===== src/rtl/pulse_gen_mc.sv =====
// Multi-channel pulse-train generator producing SER_W-bit words per clk_div cycle.
// Each lane runs its own IDLE/HIGH/GAP/DONE sequencer; a shared start aligns all enabled lanes.
module pulse_gen_mc #(
  parameter int CH           = 4,
  parameter int SER_W        = 8,
  parameter int WIDTH_W      = 12,
  parameter int PNUM_W       = 11,
  parameter int GAP_W        = 16,
  parameter int TICKS_PER_US = 125
) (
  input  logic                  clk_div,
  input  logic                  rst,
  input  logic                  start_i,
  input  logic                  abort_i,
  input  logic [CH-1:0]         ch_en_i,
  input  logic [CH*WIDTH_W-1:0] width_i,
  input  logic [CH*PNUM_W-1:0]  pnum_i,
  input  logic [CH*GAP_W-1:0]   gap_us_i,
  input  logic [CH-1:0]         inv_i,
  output logic [CH*SER_W-1:0]   data_o,
  output logic [CH-1:0]         trig_o,
  output logic [CH-1:0]         busy_o,
  output logic [CH-1:0]         done_o
);

  localparam int LOG_S  = $clog2(SER_W);
  localparam int WC_W   = WIDTH_W - LOG_S;
  localparam int TICK_W = (TICKS_PER_US > 1) ? $clog2(TICKS_PER_US) : 1;

  typedef enum logic [1:0] {
    ST_IDLE,
    ST_HIGH,
    ST_GAP,
    ST_DONE
  } state_t;

  for (genvar gi = 0; gi < CH; gi++) begin : g_ch
    state_t              r_state, w_state;
    logic [WC_W-1:0]     r_word, w_word;
    logic [TICK_W-1:0]   r_tick, w_tick;
    logic [GAP_W-1:0]    r_us, w_us;
    logic [PNUM_W-1:0]   r_pcnt, w_pcnt;
    logic [WIDTH_W-1:0]  r_width, w_width;
    logic [PNUM_W-1:0]   r_pnum, w_pnum;
    logic [GAP_W-1:0]    r_gap, w_gap;
    logic                r_inv, w_inv;
    logic [SER_W-1:0]    r_data, w_data;
    logic                r_trig, w_trig;
    logic                r_busy, w_busy;
    logic                r_done, w_done;

    logic [WIDTH_W-1:0]  w_cfg_width;
    logic [WC_W-1:0]     w_nf;
    logic [LOG_S-1:0]    w_rem;
    logic [SER_W-1:0]    w_rem_mask;
    logic [WC_W-1:0]     w_word_nx;
    logic                w_last_hi;
    logic                w_gap_last;
    logic [PNUM_W-1:0]   w_pnext;
    logic [SER_W-1:0]    w_pat;
    logic                w_begin;
    logic                w_end;

    // A fresh start builds its first word from the live inputs; later pulses use the latched width.
    assign w_cfg_width = (r_state == ST_IDLE) ? width_i[gi*WIDTH_W +: WIDTH_W] : r_width;
    assign w_nf        = w_cfg_width[WIDTH_W-1:LOG_S];
    assign w_rem       = w_cfg_width[LOG_S-1:0];
    assign w_rem_mask  = (SER_W'(1) << w_rem) - SER_W'(1);
    assign w_word_nx   = r_word + WC_W'(1);
    assign w_last_hi   = (w_rem != '0) ? (r_word == w_nf) : (r_word == w_nf - WC_W'(1));
    assign w_gap_last  = (r_gap == '0) ||
                         ((r_tick == TICK_W'(TICKS_PER_US - 1)) && (r_us == r_gap - GAP_W'(1)));
    assign w_pnext     = r_pcnt + PNUM_W'(1);

    always_comb begin
      w_state = r_state;
      w_word  = r_word;
      w_tick  = r_tick;
      w_us    = r_us;
      w_pcnt  = r_pcnt;
      w_width = r_width;
      w_pnum  = r_pnum;
      w_gap   = r_gap;
      w_inv   = r_inv;
      w_pat   = '0;
      w_trig  = 1'b0;
      w_busy  = 1'b0;
      w_done  = 1'b0;
      w_begin = 1'b0;
      w_end   = 1'b0;

      case (r_state)
        ST_IDLE: begin
          if (start_i && ch_en_i[gi] && !abort_i) begin
            w_width = width_i[gi*WIDTH_W +: WIDTH_W];
            w_pnum  = pnum_i[gi*PNUM_W +: PNUM_W];
            w_gap   = gap_us_i[gi*GAP_W +: GAP_W];
            w_inv   = inv_i[gi];
            w_pcnt  = '0;
            w_begin = 1'b1;
          end
        end
        ST_HIGH: begin
          if (!w_last_hi) begin
            w_word = w_word_nx;
            w_pat  = (w_word_nx < w_nf) ? '1 : w_rem_mask;
            w_busy = 1'b1;
          end else if (r_gap != '0) begin
            w_state = ST_GAP;
            w_tick  = '0;
            w_us    = '0;
            w_busy  = 1'b1;
          end else begin
            w_end = 1'b1;
          end
        end
        ST_GAP: begin
          if (w_gap_last) begin
            w_end = 1'b1;
          end else begin
            w_busy = 1'b1;
            if (r_tick == TICK_W'(TICKS_PER_US - 1)) begin
              w_tick = '0;
              w_us   = r_us + GAP_W'(1);
            end else begin
              w_tick = r_tick + TICK_W'(1);
            end
          end
        end
        ST_DONE: begin
          w_state = ST_IDLE;
        end
        default: begin
          w_state = ST_IDLE;
        end
      endcase

      // Continuous trains (pnum = 0) hold the pulse counter and never finish on their own.
      if (w_end) begin
        if ((r_pnum != '0) && (w_pnext == r_pnum)) begin
          w_state = ST_DONE;
          w_done  = 1'b1;
        end else begin
          if (r_pnum != '0) begin
            w_pcnt = w_pnext;
          end
          w_begin = 1'b1;
        end
      end

      if (w_begin) begin
        w_trig = 1'b1;
        w_busy = 1'b1;
        if (w_cfg_width != '0) begin
          w_state = ST_HIGH;
          w_word  = '0;
          w_pat   = (w_nf != '0) ? '1 : w_rem_mask;
        end else begin
          w_state = ST_GAP;
          w_tick  = '0;
          w_us    = '0;
        end
      end

      if (abort_i && (r_state != ST_IDLE)) begin
        w_state = ST_IDLE;
        w_pat   = '0;
        w_trig  = 1'b0;
        w_busy  = 1'b0;
        w_done  = 1'b0;
      end

      w_data = w_pat ^ {SER_W{w_inv}};
    end

    always_ff @(posedge clk_div) begin
      if (rst) begin
        r_state <= ST_IDLE;
        r_word  <= '0;
        r_tick  <= '0;
        r_us    <= '0;
        r_pcnt  <= '0;
        r_width <= '0;
        r_pnum  <= '0;
        r_gap   <= '0;
        r_inv   <= 1'b0;
        r_data  <= '0;
        r_trig  <= 1'b0;
        r_busy  <= 1'b0;
        r_done  <= 1'b0;
      end else begin
        r_state <= w_state;
        r_word  <= w_word;
        r_tick  <= w_tick;
        r_us    <= w_us;
        r_pcnt  <= w_pcnt;
        r_width <= w_width;
        r_pnum  <= w_pnum;
        r_gap   <= w_gap;
        r_inv   <= w_inv;
        r_data  <= w_data;
        r_trig  <= w_trig;
        r_busy  <= w_busy;
        r_done  <= w_done;
      end
    end

    assign data_o[gi*SER_W +: SER_W] = r_data;
    assign trig_o[gi]                = r_trig;
    assign busy_o[gi]                = r_busy;
    assign done_o[gi]                = r_done;
  end

endmodule


===== config.mk =====
export PLATFORM = sky130hd
export DESIGN_NAME = pulse_gen_mc
export DESIGN_NICKNAME = d
export VERILOG_FILES = /design/src/rtl/pulse_gen_mc.sv
export SDC_FILE = /design/constraint.sdc
export NUM_CORES = 1
export LEC_CHECK = 0
export CAP_MARGIN = 20
export CELL_PAD_IN_SITES_DETAIL_PLACEMENT = 1
export CELL_PAD_IN_SITES_GLOBAL_PLACEMENT = 1
export CORE_MARGIN = 8
export CORE_UTILIZATION = 40
export DETAILED_ROUTE_END_ITERATION = 12
export HOLD_SLACK_MARGIN = 0.06
export PLACE_DENSITY = 0.85
export SETUP_SLACK_MARGIN = 0.05
export SYNTH_ARGS = -nofsm -noshare
export SYNTH_HDL_FRONTEND = slang
export SYNTH_SLANG_ARGS = --single-unit

===== constraint.sdc =====
create_clock -name clk_div -period 5.1 [get_ports clk_div]
set_input_delay 1.02 -clock clk_div [delete_from_list [all_inputs] [get_ports clk_div]]
set_output_delay 1.02 -clock clk_div [all_outputs]
set_load 0.005 [all_outputs]

==> out/results.txt, run 1 <==
Total I/O pin count: 212
Die area: 69800 um^2
Main synth FF type: dfxtp_1
Flop pwr share: 38.2%
FF-to-FF path depth: 14
Global-route wire length before repair: 129 mm
Sum Neg Setup Slack: 0 ps
Clock Latency Late Sink: 590 ps
Fmax: 217 MHz
NetSw: 2410 uW
DRC: 0
Vias per inst: 5.75
Nature of the critical path startpoint: primary input
CP max FO: 11
Initial antenna violation count: 2
Grt ovf: 0
Crit. End Element: register
Leak Pwr: 0.0105 uW
Rows: 91
YS warnings: 0
EDFF count, synth: 0
Worst-Margin Slew: 997 ps
Worst slew margin: 33.1%
Sw Ratio: 28.9%
Post-synthesis sequential area ratio: 31.2%
Clk buf depth: 3
Syn Area/Cell: 7.67 um^2
Power share of the combinational group: 19.2%
Final Skew: 12.6 ps
Status: complete, no violations
CTS H-tree lvls: 2
Post-CTS Setup Inserts: 0
Hold path depth: 2
Final core occ: 47.3%
Post-Synthesis Cell Area: 24600 um^2
Worst-path clk slew: 60 ps
Fraction of registers with async set or reset after synthesis: 0%
Fin. max-slew vios: 0
Power per Cell Area: 288 nW/um^2
Worst Hold Class: reg2reg
#FFs+latches synth: 384
Initial core utilization: 40.2%
Clk pwr share: 42.6%
Area of the multi-input gates: 15900 um^2
Post-synthesis cell type count: 111
Req. time, crit path: 5530 ps
Gate Count Post-Synth: 3212
Syn_nets: 3460
Port bufs: 211
First-pass DRT Iterations: 5
Max VDD drop: 0.000210 V
Filler cells: 7536
Fin nets: 3588
RSZ-0062 raised after global routing: no
CTS Hold Bufs: 0
CP Class: in2reg
Hold Path Origin: g_ch[0].r_width[10]
Post-cts resize count: 0
DR iter-0 viols: 1117
Tmin final: 4610 ps
Clock sinks: 384
CTS tree: yes
Max_cap viols: 0
Core ar.: 61300 um^2
Total GRT Usage: 21.8%
Vias in the first global route: 24600
CTS Buf Count: 48
Crit path arrival time: 5040 ps
Die width: 264 um
Design Power: 8330 uW
Die Y-Extent: 264 um
Final hold vios: 0
Routed vias: 24000
Total wire length: 79.1 mm
Cell Int Power: 5920 uW
Hold worst-path end: g_ch[0].r_width[10]
RR Startpoint: g_ch[3].r_state[0]
Worst reg2reg endpoint: g_ch[3].r_pcnt[4]
Final setup viols: 0
Hpwl dp: 58.1 mm
Final Cycle Share: 90.3%
Reg-to-reg slack, setup: 490 ps
Largest net degree at the start of global routing: 89
DRT antenna net count: 0
Layout cells sized above 1: 6.81%
CTS root buf: clkbuf_16
WL per Instance: 19.0 um
Area grow syn2layout: 17.6%
Final GP Congestion: 0.862
Sequential cell area: 7690 um^2
[logic make-up (layout without fill, tap and decap cells)]
family,after synthesis,count (layout),share of synthesized area (%)
AO/OA/AOI/OAI,732,732,18.6
XOR/XNOR,246,246,8.86
adder cells (fa/ha/maj),80,80,4.06
buffers and inverters,256,422,4.33
flip-flops,384,384,31.2
multiplexers,103,103,4.36
other,0,1,0
AND/OR/NAND/NOR,1411,1411,28.6
[power by group through the flow]
stage / clock network (uW) / registers [uW] / logic (uW)
after detailed placement: 0 / 3250 / 1580
after CTS: 3640 / 3180 / 1600
after floorplan: 0 / 3210 / 1030
final: 3550 / 3180 / 1600
after global routing: 3760 / 3190 / 1750
after global placement: 0 / 3240 / 1550
[registers in the layout, indices dropped and copies added (netlist names)]
signal and cells:
g_ch.r_done 4, g_ch.r_pcnt 44, g_ch.r_busy 4, g_ch.r_width 48, g_ch.r_pnum 44, g_ch.r_inv 4
g_ch.r_us 64, g_ch.r_state 8, g_ch.r_gap 64, g_ch.r_data 32, g_ch.r_tick 28, g_ch.r_word 36
g_ch.r_trig 4
[through the flow]
| stage | hold slack (ps) | area, um^2 | instances | worst slack (ps) |
|---|---|---|---|---|
| 2_1_floorplan | 434 | 24600 | 3212 | 931 |
| 3_3_place_gp | 440 | 27300 | 4080 | 215 |
| 3_5_place_dp | 450 | 27300 | 4080 | 0.804 |
| 4_1_cts | 458 | 29000 | 4168 | 551 |
| 5_1_grt | 470 | 29000 | 4169 | 174 |
| 6_report | 455 | 29000 | 4169 | 493 |
[synthesized netlist by cell type (all sizes together) (11+ instances only)]
cell / count / area share (%)
a21o: 15 / 0.46
nand2b: 23 / 0.58
or4: 21 / 0.69
nor4: 57 / 1.7
clkbuf: 135 / 2.1
inv: 73 / 1.1
mux2: 20 / 0.93
and4: 15 / 0.53
o211ai: 25 / 0.76
o31ai: 11 / 0.38
a22oi: 12 / 0.37
nand3: 119 / 2.5
or4b: 11 / 0.46
a41oi: 12 / 0.43
nor3: 130 / 2.7
nor2: 236 / 3.6
nand2: 524 / 8.0
o21ai: 107 / 2.2
and2: 26 / 0.66
or2: 26 / 0.66
and3: 50 / 1.3
dfxtp: 384 / 31
a21oi: 345 / 7.0
a211oi: 34 / 1.0
nor3b: 29 / 1.0
buf: 48 / 1.2
nor2b: 29 / 0.74
xnor2: 162 / 5.8
nor4b: 17 / 0.68
a31oi: 47 / 1.3
ha: 80 / 4.1
mux2i: 83 / 3.4
or3: 36 / 0.92
xor2: 82 / 2.9
nand4: 35 / 0.89
[cell type report]
cell class | count | area share [%]
timing repair buffer | 261 | 8.59
inverter | 73 | 0.946
antenna | 1 | 0.00864
tap | 790 | 3.41
multi-input combinational | 2572 | 54.8
clock inverter | 15 | 0.661
sequential | 384 | 26.5
clock buffer | 73 | 4.99
[per-layer routing]
| metal | vias up | global-route usage [%] | share of wire, % |
|---|---|---|---|
| met5 | - | 0 | 0 |
| met4 | 0 | 7.05 | 2.9 |
| met3 | 134 | 3.01 | 3.6 |
| met2 | 416 | 38.5 | 49 |
| met1 | 11700 | 27.0 | 45 |
| li1 | 11700 | - | - |
[placed cells by master, fill, tap and decap left out, types with 25 or more instances in the layout]
cell / count
o21ai_0: 96
nor3_1: 127
nor3b_1: 26
nand2_1: 522
nor2_1: 235
nor4_1: 50
mux2i_1: 79
clkdlybuf4s50_1: 210
inv_1: 72
a31oi_1: 45
a21oi_1: 343
and3_1: 48
xnor2_1: 162
dfxtp_1: 384
a211oi_1: 34
nand3_1: 115
xor2_1: 82
nor2b_1: 28
ha_1: 80
clkbuf_16: 49
and2_1: 25
o211ai_1: 25
nand4_1: 35
buf_4: 50
or3_1: 35
[worst max-delay path, stage by stage]
cell             delay, ps
clkdlybuf4s50_1        450
mux2i_1                210
ha_1                   230
nor4bb_1               540
o22ai_1                300
nor3_1                 350
o22ai_1                110
or4_1                  670
o32ai_2                300
nand3_2                240
and2_1                 310
o21ai_0                210
a21oi_1                100
[how the worst max path moves through the flow]
stage	slack (ps)	endpoint	from
3_5_place_dp	0.8	g_ch[3].r_pcnt[8]	width_i[40]
6_report	490	g_ch[3].r_pcnt[4]	width_i[40]
4_1_cts	550	g_ch[3].r_pcnt[4]	g_ch[3].r_state[0]
2_1_floorplan	930	g_ch[2].r_data[2]	width_i[27]
3_3_place_gp	210	g_ch[2].r_data[5]	width_i[27]
5_1_grt	170	g_ch[3].r_pcnt[4]	g_ch[3].r_state[0]
Power figures use the tool's default switching activity.
==> inputs of run 2 (changes only) <==
Settings changed: CAP_MARGIN 20 to not set, CTS_CLUSTER_SIZE set to 28.
==> results of run 2 <==
Final layout, timing and power as in run 1 (identical DEF).
